===== src/rtl/alu_operand_loader.sv =====
// rtl/alu_operand_loader.sv - sequential operand/select loader and result capture for the 4-bit ALU
module alu_operand_loader (
    input  logic       clk,
    input  logic       resetn,
    input  logic [3:0] data_in,
    input  logic       go,
    input  logic       acc_mode,
    input  logic [7:0] alu_result,
    output logic [3:0] alu_a,
    output logic [3:0] alu_b,
    output logic [2:0] alu_select,
    output logic [7:0] result_out,
    output logic       result_valid,
    output logic [3:0] state,
    output logic [7:0] op_count
);

    typedef enum logic [3:0] {
        LOAD_A       = 4'd0,
        LOAD_A_WAIT  = 4'd1,
        LOAD_B       = 4'd2,
        LOAD_B_WAIT  = 4'd3,
        LOAD_OP      = 4'd4,
        LOAD_OP_WAIT = 4'd5,
        EXEC         = 4'd6,
        DONE         = 4'd7,
        RESTART_WAIT = 4'd8
    } state_t;

    state_t cur_state;
    state_t nxt_state;

    // State register; reset wins over any go level
    always_ff @(posedge clk) begin
        if (!resetn) begin
            cur_state <= LOAD_A;
        end else begin
            cur_state <= nxt_state;
        end
    end

    // Next-state: each press is a go-high edge into a WAIT state, release advances
    always_comb begin
        nxt_state = cur_state;
        case (cur_state)
            LOAD_A:       if (go)  nxt_state = LOAD_A_WAIT;
            LOAD_A_WAIT:  if (!go) nxt_state = LOAD_B;
            LOAD_B:       if (go)  nxt_state = LOAD_B_WAIT;
            LOAD_B_WAIT:  if (!go) nxt_state = LOAD_OP;
            LOAD_OP:      if (go)  nxt_state = LOAD_OP_WAIT;
            LOAD_OP_WAIT: if (!go) nxt_state = EXEC;
            EXEC:                  nxt_state = DONE;
            DONE:         if (go)  nxt_state = RESTART_WAIT;
            RESTART_WAIT: if (!go) nxt_state = LOAD_A;
            default:               nxt_state = LOAD_A;
        endcase
    end

    // Operand capture on the edge leaving each LOAD state; result capture leaving EXEC
    always_ff @(posedge clk) begin
        if (!resetn) begin
            alu_a      <= 4'd0;
            alu_b      <= 4'd0;
            alu_select <= 3'd0;
            result_out <= 8'd0;
            op_count   <= 8'd0;
        end else begin
            if (cur_state == LOAD_A && go) begin
                alu_a <= acc_mode ? result_out[3:0] : data_in;
            end
            if (cur_state == LOAD_B && go) begin
                alu_b <= data_in;
            end
            if (cur_state == LOAD_OP && go) begin
                alu_select <= data_in[2:0];
            end
            if (cur_state == EXEC) begin
                result_out <= alu_result;
                op_count   <= op_count + 8'd1;
            end
        end
    end

    assign result_valid = (cur_state == DONE);
    assign state        = cur_state;

endmodule


===== config.mk =====
export PLATFORM = sky130hd
export DESIGN_NAME = alu_operand_loader
export DESIGN_NICKNAME = d
export VERILOG_FILES = /design/src/rtl/alu_operand_loader.sv
export SDC_FILE = /design/constraint.sdc
export NUM_CORES = 1
export LEC_CHECK = 0
export ABC_CLOCK_PERIOD_IN_PS = 2060
export CORE_ASPECT_RATIO = 0.75
export CORE_MARGIN = 4
export CORE_UTILIZATION = 46
export CTS_BUF_LIST = sky130_fd_sc_hd__clkbuf_8
export DETAILED_ROUTE_END_ITERATION = 10
export PLACE_DENSITY = 0.92
export SYNTH_ARGS = -nofsm -noshare
export SYNTH_HDL_FRONTEND = slang
export SYNTH_SLANG_ARGS = --single-unit

===== constraint.sdc =====
create_clock -name clk -period 2.06 [get_ports clk]
set_input_delay 0.618 -clock clk [delete_from_list [all_inputs] [get_ports clk]]
set_output_delay 0.618 -clock clk [all_outputs]
set_load 0.01 [all_outputs]

After elaboration in Yosys (flattened, before gate mapping) --
Cells that the tools add are included.
Storage, ports and cells: register bits after elaboration 31, bits of input ports 16, output and inout bits 32, logic and storage cells 38
Cells by class: $add $sub $neg 1, eq/ne operators 16, muxes and demuxes 10, reduce and logical (&&, ||, !) cells 5
Operators with widths (count):
- $mux 4 | 9
- $pmux 4 s9 | 1
- $eq 4x3->1 const B | 4
- $ne 2x2->1 const B | 8
- $add 8x1->8 const B | 1
- $eq 4x2->1 const B | 2
- $reduce_and 8->1 | 1
- $eq 4x1->1 const B | 1
- $eq 4x4->1 const B | 1
- $logic_not 4->1 | 1
- $logic_and 1x1->1 | 3

Depth between registers and ports, before layout --
word-level depth 3, mapped depth 5, gate-level depth less buffers 4

Least setup slack after synthesis --
OpenSTA, ideal clock, no wires.
kind flip-flop to output port, start register cur_state[0], in the netlist state[0], end output result_valid, data arrival time 1084 ps, data required time 1442 ps, setup slack 358 ps, cell stages (with the launch flop) 4, path buffers 1, path through dfxtp_1 > clkbuf_1 > nand2_1 > nor3_1
On the way: longest elaborated chain between the ends 1
RTL lines:
- from (decl) | line 30 | state_t cur_state;
- from (signal assigned) | line 38 | cur_state <= nxt_state;
- $eq 4x3->1 | line 84 | assign result_valid = (cur_state == DONE);
- to (decl) | line 13 | output logic result_valid,
No other way between the ends.

Worst setup path after layout --
start register cur_state[0], in the netlist state[0], end output state[0]
RTL lines:
- to (decl) | line 14 | output logic [3:0] state,
No word-level cell between the ends.

==> impl_results.md <==
- Outcome: finished, final reports clean
- Leak: 0.699 nW
- Number of top-level pins: 48
- Worst reg2reg startpoint: state[0]$_SDFFE_PN0P_
- Master cell of the clock root buffer: clkbuf_8
- Number of failing hold endpoints at the final stage: 0
- Endpoint kind of the worst setup timing path: output pin
- Power density over cell area: 606 nW/um^2
- Reg2Reg Setup Slack: 0.33 ns
- TritonCTS buffer count: 5
- DP Wirelength: 2700 um
- Slew at the pin closest to its max-slew limit: 0.681 ns
- Antenna violations before repair: 0
- Distinct cell type count of the synthesized netlist: 32
- Max cap viols: 0
- Initial core utilization: 0.495
- Synth Flop Type: dfxtp_1
- Final Non-Filler Cells: 248
- Clock share of power: 0.368
- Die area: between 3000 and 4000 sq um
- Post-CTS setup buffer count: 0
- Clock tree from TritonCTS: yes
- Setup Crit Path Kind: register to output pin
- Post-layout total power: 1.19 mW
- Total global routing overflow: 0
- Area grow syn2layout: 48.1%
- Largest net degree at the start of global routing: 17
- Diodes inserted: 0
- Number of port buffers: 47
- Synth area leaders: dfxtp_1 (47%), a21oi_1 (10%), nand2_1 (6.5%)
- Post-Syn Area per Cell: 8.46 sq um
- Antenna-violating nets left: 0
- Endpoint required time on the critical path: between 1 and 1.5 ns
- Clock skew after layout: 0.00713 ns
- Number of flip-flops and latches in the synthesized netlist: 31
- Final weighted congestion of routability-driven global placement: roughly 0.8
- Switch Pwr: 282 uW
- Flop pwr share: 0.520
- CTS resizes: 2
- Seq/Total Area, Yosys: 0.467
- Gate power share: 0.113
- Final cycle utilization of the critical path: 0.957
- Max frequency: 0.507 GHz
- Vias in the first global route: 1275
- Delay of the slowest cell on the worst path: between 0.5 and 0.6 ns
- Relative slew slack: 0.540
- Via-per-instance ratio: 5.48
- Post-synthesis cell count: 157
- Yosys warning total: 0
- Die Height: 54.5 um
- Hold_sp: result_out[7]$_SDFFE_PN0N_
- Number of placed instances, taps included: 240
- Crit-path cells: buf_4 -> clkdlybuf4s50_1
- Cell with the biggest individual delay on the critical path: clkdlybuf4s50_1
- Synthesized netlist net count: 174
- Post-route design area: 1970 sq um
- Depth of the CTS H-tree: 2
- Routed wire length per instance: 14.6 um
- RSZ-0062 raised after global routing: false
- Total routed wirelength: 3630 um
- Critical path launch point type: register
- Row count: 16
- CTS Sinks: 31
- CTS Buffer Depth: 2
- Period minus WS final: 1.97 ns
- Area after DPL: 1880 sq um
- Largest area contributor in the synthesized netlist: dfxtp_1
- Overall die width: roughly 70 um
- Length of the first detailed-routing pass in iterations: 4
- Worst vdd ir: 0.613 mV
- Min-delay worst type: register to register
- Total core area: 2680 sq um
- Count of hold buffers inserted by post-cts repair: 0
- Number of violations reported at the end of detailed-routing iteration 0: 97
- DRC violations left: 0
- Post-layout utilization of the core: 0.733
- Worst Path Max Fanout: 13
- Aggregate global-route resource usage: 0.194
- Most common library cells after synthesis: dfxtp_1 (31), a21oi_1 (27), nand2_1 (23)
- Switching power as a share of total power: 0.237
- Global-route wire length before repair: about 5600 um
- Overall via count from detail_route: approximately 1400
- Clock transition at path regs: 0.06 ns
- Number of enable flip-flop cells after synthesis: 0
- Hold Worst Slack: 0.465 ns
- Number of slew-limit violations in the final report: 0
- Fraction of synthesis flops using an asynchronous set or reset pin: 0
- Share of final-layout standard cells stronger than drive strength 1: 0.104
- Clock latency of the later-clocked register in the worst-skew pair: between 0.2 and 0.3 ns
- Source of the critical timing path: state[0]$_SDFFE_PN0P_
- Total of endpoints with negative setup slack in the final report: 0
- Post-synth top area share: 0.467
- Netlist area before placement: 1330 sq um
- Power Internal: 909 uW
- Number of nets in the final layout: 228
- Count leader, synth: dfxtp_1
- WP data arrival: about 1.4 ns
[worst max-delay path: cells and delay by family (launching register included)]
kind	cells	cell delay [ns]
flip-flops	1	0.32
buffers and inverters	2	0.75
[power groups by stage]
stage | registers (mW) | logic, mW | clock network (mW)
2_1_floorplan | 0.636 | 0.0517 | 0
3_3_place_gp | 0.631 | 0.127 | 0
3_5_place_dp | 0.631 | 0.132 | 0
4_1_cts | 0.618 | 0.134 | 0.451
5_1_grt | 0.619 | 0.144 | 0.478
6_report | 0.618 | 0.134 | 0.438
[worst paths after layout]
path,depth (start not counted),end
worst min-delay path,2,result_out[7]$_SDFFE_PN0N_
worst max-delay path,2,state[0]
worst max register to register,5,op_count[5]$_SDFFE_PN0N_
worst min register to register,2,result_out[7]$_SDFFE_PN0N_
[logic make-up (layout without fill, tap and decap cells)]
family,count (synthesis),count (layout),share of synthesized area
and+or+nand+nor,56,56,0.229
AOI/OAI and AO/OA,48,48,0.203
DFF,31,31,0.467
buffers and inverters,15,70,0.0471
muxes,5,5,0.0377
adders and majority gates,1,1,0.00942
xor gates and xnor gates,1,1,0.00660
[flip-flops by register name, summed over array words and instances (netlist names)]
signal	flops
alu_a	4
alu_b	4
alu_select	3
op_count	8
result_out	8
state	4
[placed cells by master (no fill, tap or decap), types with 2 or more instances in the layout]
master           Yosys  final
a21oi_1             27     27
clkdlybuf4s50_1      0     46
o31ai_1              2      2
o21ai_0             11     11
nor2b_1              2      2
or4_1                3      3
dfxtp_1             31     31
a211oi_1             5      5
or3_1                3      3
inv_1                4      6
nor3_2               1      2
nand2_1             23     23
nor2_1               2      2
mux2i_1              5      5
nand3_1             10     10
nand2b_1             3      3
clkbuf_8             0      5
buf_4                0     10
[routing by layer]
layer	share of wire	vias to the layer above	global-route usage
met5	0	-	0
met1	0.45	630	0.219
met3	0.068	8	0.0899
li1	-	668	-
met4	0.017	0	0.0796
met2	0.47	53	0.326
[layout make-up]
type                            count  area, sq um
Fill cell                         211          717
Tap cell                           36         45.0
Clock inverter                      3         12.5
Inverter                            5         18.8
Clock buffer                        5         68.8
Sequential cell                    31          621
Timing Repair Buffer               57          544
Multi-Input combinational cell    111          656
[through the flow]
stage,TNS (ns),setup WS (ns)
after CTS,0,0.0806
after floorplan,0,0.358
after detailed placement,-0.0641,-0.0212
after global routing,0,0.0249
after global placement,0,0.0281
final,0,0.0889
No activity file was read; power rests on OpenSTA's default activity.
==> patch (config.mk and constraints unchanged) <==
Add an input register stage for `data_in`, `go`, `acc_mode` and `alu_result`, without a reset; this delays them by one clock.
--- a/src/rtl/alu_operand_loader.sv
+++ b/src/rtl/alu_operand_loader.sv
@@ -28,4 +28,16 @@
     } state_t;
 
+    logic [3:0] data_q;
+    logic go_q;
+    logic acc_mode_q;
+    logic [7:0] alu_result_q;
+
+    always_ff @(posedge clk) begin
+        data_q       <= data_in;
+        go_q         <= go;
+        acc_mode_q   <= acc_mode;
+        alu_result_q <= alu_result;
+    end
+
     state_t cur_state;
     state_t nxt_state;
@@ -44,13 +56,13 @@
         nxt_state = cur_state;
         case (cur_state)
-            LOAD_A:       if (go)  nxt_state = LOAD_A_WAIT;
-            LOAD_A_WAIT:  if (!go) nxt_state = LOAD_B;
-            LOAD_B:       if (go)  nxt_state = LOAD_B_WAIT;
-            LOAD_B_WAIT:  if (!go) nxt_state = LOAD_OP;
-            LOAD_OP:      if (go)  nxt_state = LOAD_OP_WAIT;
-            LOAD_OP_WAIT: if (!go) nxt_state = EXEC;
+            LOAD_A:       if (go_q)  nxt_state = LOAD_A_WAIT;
+            LOAD_A_WAIT:  if (!go_q) nxt_state = LOAD_B;
+            LOAD_B:       if (go_q)  nxt_state = LOAD_B_WAIT;
+            LOAD_B_WAIT:  if (!go_q) nxt_state = LOAD_OP;
+            LOAD_OP:      if (go_q)  nxt_state = LOAD_OP_WAIT;
+            LOAD_OP_WAIT: if (!go_q) nxt_state = EXEC;
             EXEC:                  nxt_state = DONE;
-            DONE:         if (go)  nxt_state = RESTART_WAIT;
-            RESTART_WAIT: if (!go) nxt_state = LOAD_A;
+            DONE:         if (go_q)  nxt_state = RESTART_WAIT;
+            RESTART_WAIT: if (!go_q) nxt_state = LOAD_A;
             default:               nxt_state = LOAD_A;
         endcase
@@ -66,15 +78,15 @@
             op_count   <= 8'd0;
         end else begin
-            if (cur_state == LOAD_A && go) begin
-                alu_a <= acc_mode ? result_out[3:0] : data_in;
+            if (cur_state == LOAD_A && go_q) begin
+                alu_a <= acc_mode_q ? result_out[3:0] : data_q;
             end
-            if (cur_state == LOAD_B && go) begin
-                alu_b <= data_in;
+            if (cur_state == LOAD_B && go_q) begin
+                alu_b <= data_q;
             end
-            if (cur_state == LOAD_OP && go) begin
-                alu_select <= data_in[2:0];
+            if (cur_state == LOAD_OP && go_q) begin
+                alu_select <= data_q[2:0];
             end
             if (cur_state == EXEC) begin
-                result_out <= alu_result;
+                result_out <= alu_result_q;
                 op_count   <= op_count + 8'd1;
             end
Function: changed (a bounded check fails within 4 cycles, from zero or initial values and one cycle with resetn low).
==> patch against the unedited design <==
Design area up 14%. Area after synthesis increased by 20%. Core utilization down 5.8 points. Total power grew 36%. Worst setup slack got worse by 0.040 ns. First-iteration DRC count increased by 7.2%. Count of clock-buffer cells in the layout up 1. Routed wire length decreased by 0.17%. Non-clock buffer count is 3 lower. Global-route usage is 2.6 points lower. Sequential cell count increased by 14. Worst hold slack got worse by 0.031 ns.
==> patch: results (changes against the unedited design) <==
yosys:
  synthDistinctLibCells: 30  # -6.3%
  synthCells: 168  # +7.0%
  ys_seq_area_share_pct: 56.34  # +9.6 points
  netlist_top_cells_count: "dfxtp_1, a21oi_1, nand2_1, o21ai_0, nand3_1"
  synth-compound-area-share_pct: 17.45  # -2.8 points
detailed_routing:
  drt_iter0_drc: 104  # +7.2%
  wl_per_cell_um: 13.93  # -4.8%
  drt_wl_total_um: 3622  # -0.17%
layout:
  nFillCells: 275  # +30%
  drive_above_1_share_pct: 8.636  # -1.7 points
  nets: 236  # +3.5%
  top_regs: "alu_result_q (8), op_count (8), result_out (8)"
setup_path:
  reg2regPathDepth: 4  # -1
  arrival_ns: 1.39  # +0.04 ns
grt:
  grt_pass1_vias: 1299  # +1.9%
  grt_pass1_wl_um: 5927  # +5.1%
  grt_max_degree: 22  # +5
min_path:
  holdCritStartpoint: "alu_result_q[0]"
  hold_end: "result_out[0]"
power_and_ir_drop:
  vdd_drop_max_v: 0.0005212  # -15%
placed_design:
  dp_hpwl_um: 2587  # -4.3%
  place_area_um2: 2130  # +13%
  dp_slack_ns: 0.3282  # +0.3494 ns
outcome:
  status: "completed"
cts:
  insertion_delay_ns: 0.30  # +0.02 ns
  clk_pin_slew_worst_paths_ns: 0.09  # +0.03 ns
timing:
  slew_headroom_pct: 58.03  # +4.0 points
[patch: what timing repair did]
| item | CTS | global route |
|---|---|---|
| gates resized for setup | 1 | 2 |
| pin swaps | 0 | 0 |
| hold buffers | 0 | 0 |
| cloned | 0 | 0 |
| endpoints found under the setup margin | 1 | 2 |
[patch: worst max-delay path: stages (launching register included)]
cell and delay [ns]:
dfxtp_1 0.33, buf_4 0.20, clkdlybuf4s50_1 0.56
[patch: worst max-delay path by stage]
stage	slack, ns	cells after the start	endpoint
floorplan	0.34	3	result_valid
global placement	0.37	2	result_valid
detailed placement	0.33	3	result_valid
CTS	0.02	2	state[2]
finish	0.05	2	state[1]
global route	0.004	2	state[2]
[patch: per-layer routing]
metal	share of wire (%)	routed length, um	GRT usage (%)	up-vias
li1	-	-	-	701
met1	47	1685	21.35	660
met2	44	1579	25.24	48
met3	8.7	316	7.751	7
met4	1.1	40	5.985	0
met5	0	0	0	-
[patch: cell families after synthesis]
| kind of cell | after synthesis |
|---|---|
| xor+xnor | 1 |
| buf+inv | 15 |
| mux | 4 |
| simple gates | 52 |
| compound gates | 50 |
| flops | 45 |
| fa+ha+maj | 1 |
[patch: metrics by stage]
stage               utilization, %  hold slack [ns]
floorplan                        -           0.4174
global placement             64.32           0.4250
detailed placement           64.32           0.4277
CTS                          67.31           0.4366
global route                 67.46           0.4550
finish                       67.46           0.4342
[patch: area by class of cell]
cell class              instances  area, um2  share of cell area, %
clock buffers                   6      82.58                  3.697
clock inverters                 2      17.52                 0.7843
inverters                       5      18.77                 0.8403
multi-input cells             108      636.9                  28.52
flip-flops and latches         45      902.1                  40.39
well taps                      40      50.05                  2.241
repair buffers                 54      525.5                  23.53
[patch: power groups by stage]
| stage | Combinational, mW | Sequential (mW) | Clock (mW) |
|---|---|---|---|
| floorplan | 0.0509 | 0.933 | 0 |
| global placement | 0.121 | 0.933 | 0 |
| detailed placement | 0.124 | 0.933 | 0 |
| CTS | 0.124 | 0.913 | 0.598 |
| global route | 0.136 | 0.916 | 0.629 |
| finish | 0.124 | 0.914 | 0.586 |
